### src/rtl/imem_loader.sv
// Byte-stream program loader: frames a count, 4*N little-endian data bytes and
// an XOR checksum, writing each completed word into the instruction memory.
module imem_loader #(
   parameter int MEM_SIZE    = 2048,
   parameter int TIMEOUT_CYC = 1_000_000
) (
   input  logic        i_clk,
   input  logic        i_reset,
   input  logic        i_start,
   input  logic        i_rx_valid,
   input  logic [7:0]  i_rx_data,
   output logic        o_rx_ready,
   output logic        o_imem_we,
   output logic [12:0] o_imem_addr,
   output logic [31:0] o_imem_wdata,
   output logic        o_busy,
   output logic        o_done,
   output logic        o_err,
   output logic        o_cpu_hold,
   output logic [11:0] o_words_loaded
);

   // Handshake: a byte moves on a rising edge where i_rx_valid and o_rx_ready are
   // both high; o_rx_ready stays high through a load so bytes may arrive every cycle.
   typedef enum logic [2:0] {IDLE, CNT_LO, CNT_HI, DATA, CSUM, DONE, ERR} state_t;

   localparam int TW = (TIMEOUT_CYC > 1) ? $clog2(TIMEOUT_CYC) : 1;

   state_t        state;
   logic          busy;
   logic [15:0]   n;
   logic [11:0]   w;
   logic [1:0]    k;
   logic [23:0]   part;
   logic [7:0]    csum;
   logic [TW-1:0] to_cnt;

   logic          xfer;
   logic [15:0]   n_full;
   logic          last_word;
   logic          timeout_hit;

   assign xfer        = i_rx_valid & busy;
   assign n_full      = {i_rx_data, n[7:0]};
   assign last_word   = (({4'd0, w} + 16'd1) == n);
   assign timeout_hit = (TIMEOUT_CYC != 0) && (to_cnt == TW'(TIMEOUT_CYC - 1));

   assign o_rx_ready  = busy;
   assign o_busy      = busy;
   assign o_cpu_hold  = busy;

   always_ff @(posedge i_clk or negedge i_reset) begin
      if (!i_reset) begin
         state          <= IDLE;
         busy           <= 1'b0;
         n              <= 16'd0;
         w              <= 12'd0;
         k              <= 2'd0;
         part           <= 24'd0;
         csum           <= 8'd0;
         to_cnt         <= '0;
         o_imem_we      <= 1'b0;
         o_imem_addr    <= 13'd0;
         o_imem_wdata   <= 32'd0;
         o_done         <= 1'b0;
         o_err          <= 1'b0;
         o_words_loaded <= 12'd0;
      end else begin
         o_imem_we <= 1'b0;
         case (state)
            IDLE, DONE, ERR: begin
               if (i_start) begin
                  state          <= CNT_LO;
                  busy           <= 1'b1;
                  o_done         <= 1'b0;
                  o_err          <= 1'b0;
                  o_words_loaded <= 12'd0;
                  csum           <= 8'd0;
                  k              <= 2'd0;
                  w              <= 12'd0;
                  to_cnt         <= '0;
               end
            end
            default: begin
               if (xfer) begin
                  to_cnt <= '0;
                  case (state)
                     CNT_LO: begin
                        n[7:0] <= i_rx_data;
                        state  <= CNT_HI;
                     end
                     CNT_HI: begin
                        n[15:8] <= i_rx_data;
                        if (n_full == 16'd0 || n_full > 16'(MEM_SIZE)) begin
                           state <= ERR;
                           busy  <= 1'b0;
                           o_err <= 1'b1;
                        end else begin
                           state <= DATA;
                        end
                     end
                     DATA: begin
                        csum <= csum ^ i_rx_data;
                        k    <= k + 2'd1;
                        case (k)
                           2'd0: part[7:0]   <= i_rx_data;
                           2'd1: part[15:8]  <= i_rx_data;
                           2'd2: part[23:16] <= i_rx_data;
                           default: begin
                              o_imem_we      <= 1'b1;
                              o_imem_addr    <= {w[10:0], 2'b00};
                              o_imem_wdata   <= {i_rx_data, part};
                              o_words_loaded <= w + 12'd1;
                              w              <= w + 12'd1;
                              if (last_word) state <= CSUM;
                           end
                        endcase
                     end
                     CSUM: begin
                        busy <= 1'b0;
                        if (i_rx_data == csum) begin
                           state  <= DONE;
                           o_done <= 1'b1;
                        end else begin
                           state <= ERR;
                           o_err <= 1'b1;
                        end
                     end
                     default: ;
                  endcase
               end else if (timeout_hit) begin
                  state <= ERR;
                  busy  <= 1'b0;
                  o_err <= 1'b1;
               end else begin
                  to_cnt <= to_cnt + TW'(1);
               end
            end
         endcase
      end
   end

endmodule
### config.mk
export PLATFORM = sky130hd
export DESIGN_NAME = imem_loader
export DESIGN_NICKNAME = d
export VERILOG_FILES = /design/src/rtl/imem_loader.sv
export SDC_FILE = /design/constraint.sdc
export NUM_CORES = 1
export LEC_CHECK = 0
export CAP_MARGIN = 30
export CORE_MARGIN = 4
export CORE_UTILIZATION = 55
export DETAILED_ROUTE_END_ITERATION = 10
export PLACE_DENSITY = 0.78
export SLEW_MARGIN = 20
export SYNTH_ARGS = -nofsm -noshare
export SYNTH_HDL_FRONTEND = slang
export SYNTH_SLANG_ARGS = --single-unit
### constraint.sdc
create_clock -name i_clk -period 3.3 [get_ports i_clk]
set_clock_uncertainty 0.1 [all_clocks]
set_input_delay 0.495 -clock i_clk [delete_from_list [all_inputs] [get_ports i_clk]]
set_output_delay 0.495 -clock i_clk [all_outputs]
set_load 0.02 [all_outputs]
==> results by stage <==
Yosys:
- The synthesis-stage register bit count is 132.
- The number of flops mapped to enable cells by yosys is 0.
- The number of warnings issued by yosys is 0.
- The gate count of the mapped netlist is 593.
- The count of unique library cells instantiated by Yosys is 60.
- The most frequently used flop master after synthesis is dfrtp_1.
- The mean cell area of the mapped netlist is 10.9 sq um.
- The synthesized netlist occupies a cell area of 6490 sq um.
- After synthesis, the share of flip-flops with an asynchronous set or reset is 1.00.
- The fraction of the yosys area taken by sequential cells is 0.509.

Worst setup path:
- The critical path data required time is 3460 ps.
- The worst setup path is captured at a flip-flop.
- Of all nets on the critical path, the largest fanout is 14.
- The nature of the critical path startpoint is a flip-flop.
- The depth of the worst register-to-register path is 6.
- The path type of the worst setup path is reg -> reg.
- At the worst endpoint, the arrival time is 2970 ps.

Clock tree:
- The number of setup buffers added after CTS is 0.
- After clock tree synthesis, the flow added hold-fix buffers numbering 1.
- The post-CTS resize count is 0.
- The clock reaches the later pin of the worst-skew pair after 420 ps.
- The clock root buffer master is clkbuf_16.
- Counting the buffers created by CTS gives 17.
- Clock-pin slew was measured on the worst setup and hold paths at 50 ps.
- For this design, the sink count on the clock tree is 132.
- The number of levels in the clock H-tree is 4.
- TritonCTS built the clock tree.
- The number of buffers on the longest clock path is 2.

Die:
- The number of I/O pins is 75.
- The core region is 11500 sq um.
- The overall die width is 117 um.
- The initial utilization of the core area, before any placement, comes to 0.566.
- The height of the die is 117 um.
- The site row count is 39.
- The area of the die is 13600 sq um.

Global route:
- The total global routing overflow is 0.
- The number of global-route vias before repair is 5029.
- The first-pass GRT wire length is 25900 um.
- The total global routing track utilization is 0.247.
- The initial antenna violation count is 0.
- Entering global routing, the biggest net connects 68 pins.

STA:
- Setup repair after global routing left no endpoint under its margin.
- Of the available clock period, the critical path in the final layout requires 0.849.
- Final hold analysis gives a worst-case slack of 392 ps.
- The max-slew violation total from the final report was 0.
- The transition at the pin with the smallest max-transition slack is 897 ps.
- The hold violation count in the final report was 0.
- Static timing analysis puts the maximum clock frequency at 357 MHz.
- For the final routed database, the setup TNS stands at 0 ps.
- Setup violations remaining at the end of the flow were counted as 0.
- For the finished layout, the period the worst path requires is 2800 ps.
- In this run the tightest slew margin relative to its limit is 0.398.

Layout:
- The final layout contains 684 nets.
- After routing the design area is 7900 sq um.
- The proportion of layout cells with a drive suffix above 1 is 0.217.
- Leaving out fill and tap cells, the most frequent cells in the layout are dfrtp_1, mux2_2, clkdlybuf4s50_1.
- Relative to the synthesized area, the layout overhead comes to 21.7%.
- The number of antenna diodes in the final layout is 0.
- The library cell used most frequently in the layout, excluding fill and tap cells, is dfrtp_1.
- Measured on the finished design, the core utilization comes to 0.689.

Power:
- The power density relative to cell area is 429 nW/um^2.
- The analysis attributes to cell leakage a power of 3.59 nW.
- VDD sags by at most 0.473 mV.

Drt:
- In this run the remaining antenna-violating nets after routing total 0.
- The total via count after detailed routing is 4938.
- The routed length per instance is 19.2 um.
- In the routed layout, each cell is associated on average with a via count of 6.02.
- The number of remaining DRC errors is 0.
- In this run, the number of DRC markers left after iteration 0 of detailed routing was 417.
- The number of detailed-route iterations in the first pass is 5.
- The final wirelength is 15800 um.

Placement:
- The final weighted congestion of routability-driven global placement is 0.837.
- Once detailed placement completed, the half-perimeter wirelength came to 10700 um.
- Buffers placed on the I/O ports in this run total 72.
- In this run the cell area measured after placement is 7370 sq um.

Job:
- The count of maximum capacitance violations is 0.

Run status:
- The run finished with clean final reports.

Hold path:
- Counting instances, the worst hold path has a depth of 1.
- The path class of the tightest hold or removal check is reg -> reg.
## final cells by class
| class | instances | area, sq um |
|---|---|---|
| Inverter | 8 | 30.0 |
| Fill cell | 849 | 3560 |
| Multi-Input combinational cell | 415 | 2990 |
| Timing Repair Buffer | 91 | 876 |
| Sequential cell | 132 | 3300 |
| Clock buffer | 27 | 503 |
| Clock inverter | 4 | 22.5 |
| Tap cell | 143 | 179 |
## sequential cells by signal, summed over array words and instances (netlist names), 2 cells and up
signal / flops
o_imem_wdata: 32
part: 24
to_cnt: 20
n: 16
w: 12
o_imem_addr: 11
csum: 8
state: 3
k: 2
## kinds of logic (layout without fill, tap and decap cells)
logic type / after synthesis / after routing / share of synthesized area
fa+ha+maj: 7 / 7 / 0.0146
simple gates: 174 / 174 / 0.146
buf+inv: 47 / 130 / 0.0316
flops: 132 / 132 / 0.509
xor+xnor: 29 / 29 / 0.0391
other cells: 1 / 2 / 0.000578
mux: 83 / 83 / 0.144
compound gates: 120 / 120 / 0.115
## path summary, 6_finish.rpt
| kind | start | slack (ps) | end |
|---|---|---|---|
| worst min register to register | to_cnt[5] | 390 | to_cnt[5] |
| worst min-delay path | to_cnt[5] | 390 | to_cnt[5] |
| min in group asynchronous | i_reset | 570 | o_imem_wdata[10] |
| worst max register to register | state[0] | 500 | w[7] |
| max in group asynchronous | i_reset | 1800 | state[0] |
| worst max-delay path | state[0] | 500 | w[7] |
## stage by stage
step / cells / power, mW / setup slack, ps
after floorplan: 594 / 1.67 / 737
after global placement: 788 / 1.74 / 408
after detailed placement: 788 / 1.74 / 469
after CTS: 820 / 3.41 / 512
after global routing: 820 / 3.50 / 308
final: 820 / 3.39 / 498
## cell usage after synthesis (6+ instances only)
cell	number	area [sq um]
ha_1	6	75.1
nor3_1	6	30.0
and3_1	10	62.6
xor2_1	9	78.8
nand4_1	7	43.8
nand2_1	51	191
nand2b_1	6	37.5
nand3_1	12	60.1
inv_1	8	30.0
xnor2_1	20	175
nor4_1	7	43.8
clkbuf_1	27	101
o21ai_0	68	340
buf_4	6	45.0
dfrtp_1	132	3300
and2_1	9	56.3
o21ai_1	6	30.0
mux2_2	82	923
nor2_1	37	139
a21oi_1	8	40.0
## report_power, final
group	internal [mW]	total, mW	switching (mW)
Clock	1.03	1.68	0.649
Combinational	0.0269	0.0909	0.0640
Sequential	1.62	1.62	0
Total	2.68	3.39	0.713
## worst max-delay path, stage by stage (launching register included)
cell and delay, ps:
dfrtp_1 600, inv_1 230, fa_1 550, nand2b_1 350, or2_2 490, o21ai_0 220
o41ai_1 100
## layer usage
layer | vias up | wire, um | global-route usage | part of all wire
met3 | 26 | 1040 | 0.0622 | 0.066
met5 | - | 0 | 0 | 0
met1 | 2471 | 6930 | 0.341 | 0.44
met4 | 0 | 320 | 0.0856 | 0.020
met2 | 192 | 7470 | 0.384 | 0.47
li1 | 2249 | - | - | -
Note: power is estimated with default switching activity, not from simulation.
